==> config.mk <==
export PLATFORM = sky130hd
export DESIGN_NAME = global_reset_sequencer
export DESIGN_NICKNAME = d
export VERILOG_FILES = /design/src/rtl/global_reset_sequencer.sv
export SDC_FILE = /design/constraint.sdc
export NUM_CORES = 1
export LEC_CHECK = 0
export ABC_AREA = 1
export BUFFER_PORTS_ARGS = -buffer_cell sky130_fd_sc_hd__buf_2
export CAP_MARGIN = 20
export CORE_MARGIN = 8
export CORE_UTILIZATION = 50
export DETAILED_ROUTE_END_ITERATION = 12
export PLACE_DENSITY = 0.67
export SLEW_MARGIN = 30
export SYNTH_ARGS = -nofsm -noshare
export SYNTH_HDL_FRONTEND = slang
export SYNTH_SLANG_ARGS = --single-unit
==> constraint.sdc <==
create_clock -name clk -period 2.7 [get_ports clk]
set_input_delay 0 -clock clk [delete_from_list [all_inputs] [get_ports clk]]
set_output_delay 0 -clock clk [all_outputs]
set_load 0.05 [all_outputs]
==> src/rtl/global_reset_sequencer.sv <==
`default_nettype none
// ============================================================================
//  Module      : global_reset_sequencer
//  Description : Merges maskable asynchronous reset sources and a software
//                request. Holds the PLL in reset, then waits for lock with a
//                timeout. Finally releases a chain of active-low domain
//                resets one at a time, with a fixed gap between releases.
//  Revision    : 1.0 - initial release
//
//  Ports
//    clk             free-running reference clock
//    reset_n         asynchronous active-low master reset
//    resetn_sources  asynchronous active-low reset requests (one per source)
//    source_mask     1 = source participates; quasi-static, clk domain
//    sw_reset_req    synchronous single-cycle software reset request
//    pll_locked      asynchronous PLL lock indicator
//    pll_resetn      active-low PLL reset
//    stage_resetn    active-low domain resets, bit 0 released first
//    sequence_done   high while every stage is released
//    lock_timeout    sticky flag: a lock wait expired since reset_n
// ============================================================================
module global_reset_sequencer #(
    parameter int SOURCES_WIDTH      = 2,
    parameter int STAGES             = 4,
    parameter int COUNTER_WIDTH      = 16,
    parameter int STAGE_GAP          = 16,
    parameter int SYNC_STAGES        = 2,
    parameter int LOCK_TIMEOUT_WIDTH = 20
) (
    input  logic                     clk,
    input  logic                     reset_n,
    input  logic [SOURCES_WIDTH-1:0] resetn_sources,
    input  logic [SOURCES_WIDTH-1:0] source_mask,
    input  logic                     sw_reset_req,
    input  logic                     pll_locked,
    output logic                     pll_resetn,
    output logic [STAGES-1:0]        stage_resetn,
    output logic                     sequence_done,
    output logic                     lock_timeout
);

    // ------------------------------------------------------------------------
    // Constants
    // ------------------------------------------------------------------------
    localparam int c_GAP_W = (STAGE_GAP > 1) ? $clog2(STAGE_GAP) : 1;
    localparam int c_IDX_W = (STAGES > 1) ? $clog2(STAGES) : 1;

    localparam logic [COUNTER_WIDTH-1:0]      c_HOLD_LAST  = '1;
    localparam logic [LOCK_TIMEOUT_WIDTH-1:0] c_LOCK_LAST  = '1;
    localparam logic [c_GAP_W-1:0]            c_GAP_LAST   = c_GAP_W'(STAGE_GAP - 1);
    // Index of the stage whose gap expiry releases the final stage.
    localparam logic [c_IDX_W-1:0]            c_IDX_PENULT = c_IDX_W'((STAGES > 1) ? STAGES - 2 : 0);
    localparam logic [STAGES-1:0]             c_FIRST_STAGE = STAGES'(1);
    localparam bit                            c_SINGLE_STAGE = (STAGES == 1);

    localparam logic [1:0] c_ST_HOLD     = 2'd0;
    localparam logic [1:0] c_ST_PLL_WAIT = 2'd1;
    localparam logic [1:0] c_ST_STAGE    = 2'd2;
    localparam logic [1:0] c_ST_DONE     = 2'd3;

    // ------------------------------------------------------------------------
    // Input synchronisers. Flops clear to 0, which reads as "source active"
    // and "not locked", so the block comes out of reset safely held.
    // ------------------------------------------------------------------------
    logic [SOURCES_WIDTH-1:0] w_src_sync;
    logic                     w_lock_sync;

    generate
        for (genvar gi = 0; gi < SOURCES_WIDTH; gi++) begin : g_src_sync
            logic [SYNC_STAGES-1:0] r_chain;

            always_ff @(posedge clk or negedge reset_n) begin
                if (!reset_n) begin
                    r_chain <= '0;
                end else begin
                    r_chain <= {r_chain[SYNC_STAGES-2:0], resetn_sources[gi]};
                end
            end

            assign w_src_sync[gi] = r_chain[SYNC_STAGES-1];
        end
    endgenerate

    logic [SYNC_STAGES-1:0] r_lock_chain;

    always_ff @(posedge clk or negedge reset_n) begin
        if (!reset_n) begin
            r_lock_chain <= '0;
        end else begin
            r_lock_chain <= {r_lock_chain[SYNC_STAGES-2:0], pll_locked};
        end
    end

    assign w_lock_sync = r_lock_chain[SYNC_STAGES-1];

    // ------------------------------------------------------------------------
    // Merged reset request: any enabled source low, or a software pulse.
    // ------------------------------------------------------------------------
    logic w_req;

    assign w_req = (|(source_mask & ~w_src_sync)) | sw_reset_req;

    // ------------------------------------------------------------------------
    // Sequencer state
    // ------------------------------------------------------------------------
    logic [1:0]                    r_state;
    logic [COUNTER_WIDTH-1:0]      r_hold_cnt;
    logic [LOCK_TIMEOUT_WIDTH-1:0] r_lock_cnt;
    logic [c_GAP_W-1:0]            r_gap_cnt;
    logic [c_IDX_W-1:0]            r_idx;
    logic                          r_pll_resetn;
    logic [STAGES-1:0]             r_stage_resetn;
    logic                          r_sequence_done;
    logic                          r_lock_timeout;

    // A request aborts anything past HOLD; losing lock aborts once any stage
    // has been released. Lock expiry only counts when neither a request nor
    // a lock arrived in the same cycle, so a request never sets the flag.
    logic w_running;
    logic w_abort;
    logic w_lock_expired;
    logic w_enter_hold;

    assign w_running      = (r_state == c_ST_STAGE) || (r_state == c_ST_DONE);
    assign w_abort        = (r_state != c_ST_HOLD) && (w_req || (w_running && !w_lock_sync));
    assign w_lock_expired = (r_state == c_ST_PLL_WAIT) && !w_req && !w_lock_sync &&
                            (r_lock_cnt == c_LOCK_LAST);
    assign w_enter_hold   = w_abort || w_lock_expired;

    always_ff @(posedge clk or negedge reset_n) begin
        if (!reset_n) begin
            r_state         <= c_ST_HOLD;
            r_hold_cnt      <= '0;
            r_lock_cnt      <= '0;
            r_gap_cnt       <= '0;
            r_idx           <= '0;
            r_pll_resetn    <= 1'b0;
            r_stage_resetn  <= '0;
            r_sequence_done <= 1'b0;
            r_lock_timeout  <= 1'b0;
        end else if (w_enter_hold) begin
            r_state         <= c_ST_HOLD;
            r_hold_cnt      <= '0;
            r_lock_cnt      <= '0;
            r_gap_cnt       <= '0;
            r_idx           <= '0;
            r_pll_resetn    <= 1'b0;
            r_stage_resetn  <= '0;
            r_sequence_done <= 1'b0;
            if (w_lock_expired) begin
                r_lock_timeout <= 1'b1;
            end
        end else begin
            case (r_state)
                c_ST_HOLD: begin
                    r_pll_resetn    <= 1'b0;
                    r_stage_resetn  <= '0;
                    r_sequence_done <= 1'b0;
                    // Any request restarts the hold window from zero.
                    if (w_req) begin
                        r_hold_cnt <= '0;
                    end else if (r_hold_cnt == c_HOLD_LAST) begin
                        r_hold_cnt   <= '0;
                        r_lock_cnt   <= '0;
                        r_pll_resetn <= 1'b1;
                        r_state      <= c_ST_PLL_WAIT;
                    end else begin
                        r_hold_cnt <= r_hold_cnt + COUNTER_WIDTH'(1);
                    end
                end

                c_ST_PLL_WAIT: begin
                    if (w_lock_sync) begin
                        r_lock_cnt     <= '0;
                        r_gap_cnt      <= '0;
                        r_idx          <= '0;
                        r_stage_resetn <= c_FIRST_STAGE;
                        if (c_SINGLE_STAGE) begin
                            r_sequence_done <= 1'b1;
                            r_state         <= c_ST_DONE;
                        end else begin
                            r_state <= c_ST_STAGE;
                        end
                    end else begin
                        r_lock_cnt <= r_lock_cnt + LOCK_TIMEOUT_WIDTH'(1);
                    end
                end

                c_ST_STAGE: begin
                    if (r_gap_cnt == c_GAP_LAST) begin
                        r_gap_cnt <= '0;
                        r_idx     <= r_idx + c_IDX_W'(1);
                        // Stages release in order, so the next release is a
                        // one shifted in above the already-released bits.
                        r_stage_resetn <= (r_stage_resetn << 1) | c_FIRST_STAGE;
                        if (r_idx == c_IDX_PENULT) begin
                            r_sequence_done <= 1'b1;
                            r_state         <= c_ST_DONE;
                        end
                    end else begin
                        r_gap_cnt <= r_gap_cnt + c_GAP_W'(1);
                    end
                end

                c_ST_DONE: begin
                    r_sequence_done <= 1'b1;
                end

                default: begin
                    r_state <= c_ST_HOLD;
                end
            endcase
        end
    end

    assign pll_resetn    = r_pll_resetn;
    assign stage_resetn  = r_stage_resetn;
    assign sequence_done = r_sequence_done;
    assign lock_timeout  = r_lock_timeout;

endmodule
`default_nettype wire

==> flow_summary.json <==
{
  "nets": 484,
  "numPortBuffers": 14,
  "drt-pass1-iter-count": 4,
  "tightestPinTransition_ns": 0.702,
  "core_sq_mm": 0.00642,
  "syn_area_sq_mm": 0.00334,
  "crit_fanout": 11,
  "vias": 2753,
  "fin_util": 0.587,
  "fin_crit_sh": 0.894,
  "final_hold_viol_count": 0,
  "cts_max_level": 3,
  "drt-total-wl_mm": 6.71,
  "ys_types": 34,
  "hold_depth": 5,
  "yosysTopAreaCellShare": 0.427,
  "syn_inst": 438,
  "die_w_um": 97.7,
  "hpwl_mm": 4.93,
  "drc": 0,
  "wl_met2_mm": 2.79,
  "drtIter0Drc": 111,
  "met3_length_um": 214,
  "cap_violations": 0,
  "cts_buffers": 9,
  "rsz0062_at_grt": "no",
  "fmax_mhz": 414,
  "crit_arrival_ns": 2.67,
  "peakVddDrop_mv": 0.291,
  "ant_nets": 0,
  "die_y_um": 97.7,
  "setup.worst_path.end": "r_hold_cnt[3]",
  "maxSlewViolCount": 0,
  "synth_top_cell_by_area": "dfrtp_1",
  "cts_tree": "yes",
  "start_util": 0.520,
  "clkSinkCount": 57,
  "cts_buffer_depth": 2,
  "boundaryPins": 15,
  "crit_start": "r_state[0]",
  "areaGrowthSynthToFinish_pct": 13.0,
  "drive_gt1_frac": 0.125,
  "wl_met1_mm": 3.58,
  "clk_latency_ns": 0.34,
  "clockRootBuffer": "clkbuf_8",
  "routed_via_density": 5.01,
  "crit_type": "register to register",
  "grt_max_degree": 58,
  "status": "completed",
  "worstPathRequired_ns": 2.96,
  "dp_cells": 527,
  "grtUsageTotal": 0.153,
  "end_kind": "register",
  "syn_area_per_cell_sq_um": 7.62,
  "r2r-end": "r_hold_cnt[3]",
  "ys_seq_elements": 57,
  "reg2regPathDepth": 13,
  "ys.warnings.count": 0,
  "clk_pin_slew_worst_paths_ns": 0.07,
  "overflow": 0,
  "cp_slowest_cell": "dfrtp_1",
  "antennaDiodeCount": 0,
  "skew_ns": 0.0100,
  "slowest_delay_ns": 0.41,
  "synthTopCellsByArea": "dfrtp_1 (43%), nand2_1 (16%), inv_1 (4.9%), nor2_1 (4.8%), nand3_1 (4.2%)",
  "period_minus_slack_ns": 2.41,
  "regToRegSetupSlack_ns": 0.29,
  "gp_routability_congestion": 0.876,
  "grt_antenna_before_repair": 0,
  "instances_no_fill": 549,
  "start_kind": "register",
  "maxSlewHeadroom": 0.532,
  "yosysSeqAreaShare": 0.427,
  "die-area_sq_mm": 0.00955,
  "grt_pass1_wl_mm": 12.1,
  "leakagePower_nw": 1.77,
  "rr_startpoint": "r_state[0]",
  "num_rows": 29,
  "grt_pass1_vias": 2634,
  "min_path_type": "input pin to register",
  "power_density_mw_per_mm2": 461,
  "wl_per_cell_um": 12.2,
  "maxUsedRoutingLayer": "met4",
  "syn_nets": 455,
  "path_cells": "inv_1 -> ha_1 -> inv_2 -> nand2_1 -> nand2_1 -> nand3_1 -> nand2_2 -> nand2_4 -> buf_4 -> inv_4 -> nand4_1 -> buf_4 -> o21ai_0",
  "setup_viol": 0
}
[stage by stage]
step	instance area, sq um	power [mW]	TNS [ns]	hold WS (ns)	worst slack [ns]
finish	3770	1.74	0	0.169	0.287
global placement	3500	0.923	0	0.108	0.0665
CTS	3750	1.76	0	0.155	0.0987
floorplan	3340	0.894	0	-0.296	0.761
detailed placement	3500	0.923	-0.244	0.110	-0.100
global route	3770	1.81	0	0.188	0.0530
[logic make-up (layout without fill, tap and decap cells)]
| family | after synthesis | count (layout) | synth area share |
|---|---|---|---|
| AO/OA/AOI/OAI | 39 | 39 | 0.0615 |
| XOR/XNOR | 22 | 22 | 0.0577 |
| adder cells (fa/ha/maj) | 9 | 9 | 0.0337 |
| buffers and inverters | 56 | 90 | 0.0682 |
| flip-flops | 57 | 57 | 0.427 |
| multiplexers | 1 | 1 | 0.00300 |
| AND/OR/NAND/NOR | 254 | 254 | 0.349 |
[cell usage in the layout (no fill, tap or decap), types with 4 or more instances in the layout]
cell           instances
clkbuf_8              12
nor3_1                10
xor2_1                14
buf_2                 14
o21ai_0               25
nor2_1                42
buf_4                  6
o22ai_1                4
a21oi_1                5
nand3_1               28
nand4_1               14
ha_1                   9
nor2_4                 5
inv_2                  4
dfrtp_1               57
nand2_1              140
dlygate4sd3_1          4
xnor2_1                8
inv_1                 44
[report_power, final]
| part | internal, mW | switching (mW) | total [mW] |
|---|---|---|---|
| clock | 0.501 | 0.326 | 0.827 |
| sequential | 0.861 | 0.00356 | 0.864 |
| combinational | 0.0172 | 0.0314 | 0.0486 |
[routing by layer]
metal / vias up / global-route usage
met5: - / 0
met4: 0 / 0.0767
met3: 12 / 0.0322
met2: 43 / 0.225
met1: 1242 / 0.208
li1: 1456 / -
[final cells by class]
cell class,instances,area [sq um]
Clock inverter,2,35.0
Fill cell,575,2650
Clock buffer,14,173
Inverter,50,194
Tap cell,77,96.3
Sequential cell,57,1430
Timing Repair Buffer,24,155
Multi-Input combinational cell,325,1690
[synthesized netlist by cell type, drive strengths merged]
| library cell | count |
|---|---|
| nand3 | 30 |
| nor2 | 48 |
| nor3 | 10 |
| clkinv | 1 |
| clkbuf | 1 |
| o21ai | 28 |
| nand3b | 1 |
| o41ai | 1 |
| ha | 9 |
| nand4 | 15 |
| a21oi | 5 |
| dfrtp | 57 |
| xor2 | 14 |
| nand2 | 147 |
| mux2i | 1 |
| inv | 49 |
| a31oi | 1 |
| xnor2 | 8 |
| or2 | 3 |
| o22ai | 4 |
| buf | 5 |
[worst min-delay path by stage]
stage / startpoint / to / slack (ns)
2_1_floorplan: reset_n / g_src_sync[0].r_chain[0] / -0.30
3_3_place_gp: pll_locked / r_lock_chain[0] / 0.11
3_5_place_dp: resetn_sources[1] / g_src_sync[1].r_chain[0] / 0.11
4_1_cts: sw_reset_req / pll_resetn / 0.16
5_1_grt: source_mask[0] / pll_resetn / 0.19
6_report: sw_reset_req / pll_resetn / 0.17
[critical path, delay by kind of cell, from the launching register on]
kind                       cells  cell delay, ns
DFF                            1            0.41
AOI/OAI and AO/OA              1            0.14
and+or+nand+nor                6            0.72
adders and majority gates      1            0.29
buffers and inverters          5            0.77
[sequential cells by signal, indices dropped and copies added, names as in the netlist]
name,cells
sequence_done,1
stage_resetn,4
r_hold_cnt,16
r_state,2
r_gap_cnt,4
r_idx,2
lock_timeout,1
pll_resetn,1
r_lock_cnt,20
r_lock_chain,2
g_src_sync.r_chain,4
[what timing repair did]
action / 4_1_cts / 5_1_grt
endpoints found under the setup margin: 7 / 13
hold buffers: 4 / 0
setup buffers: 0 / 2
endpoints found under the hold margin: 60 / 0
gates resized for setup: 1 / 2
No activity file was read; power rests on OpenSTA's default activity.
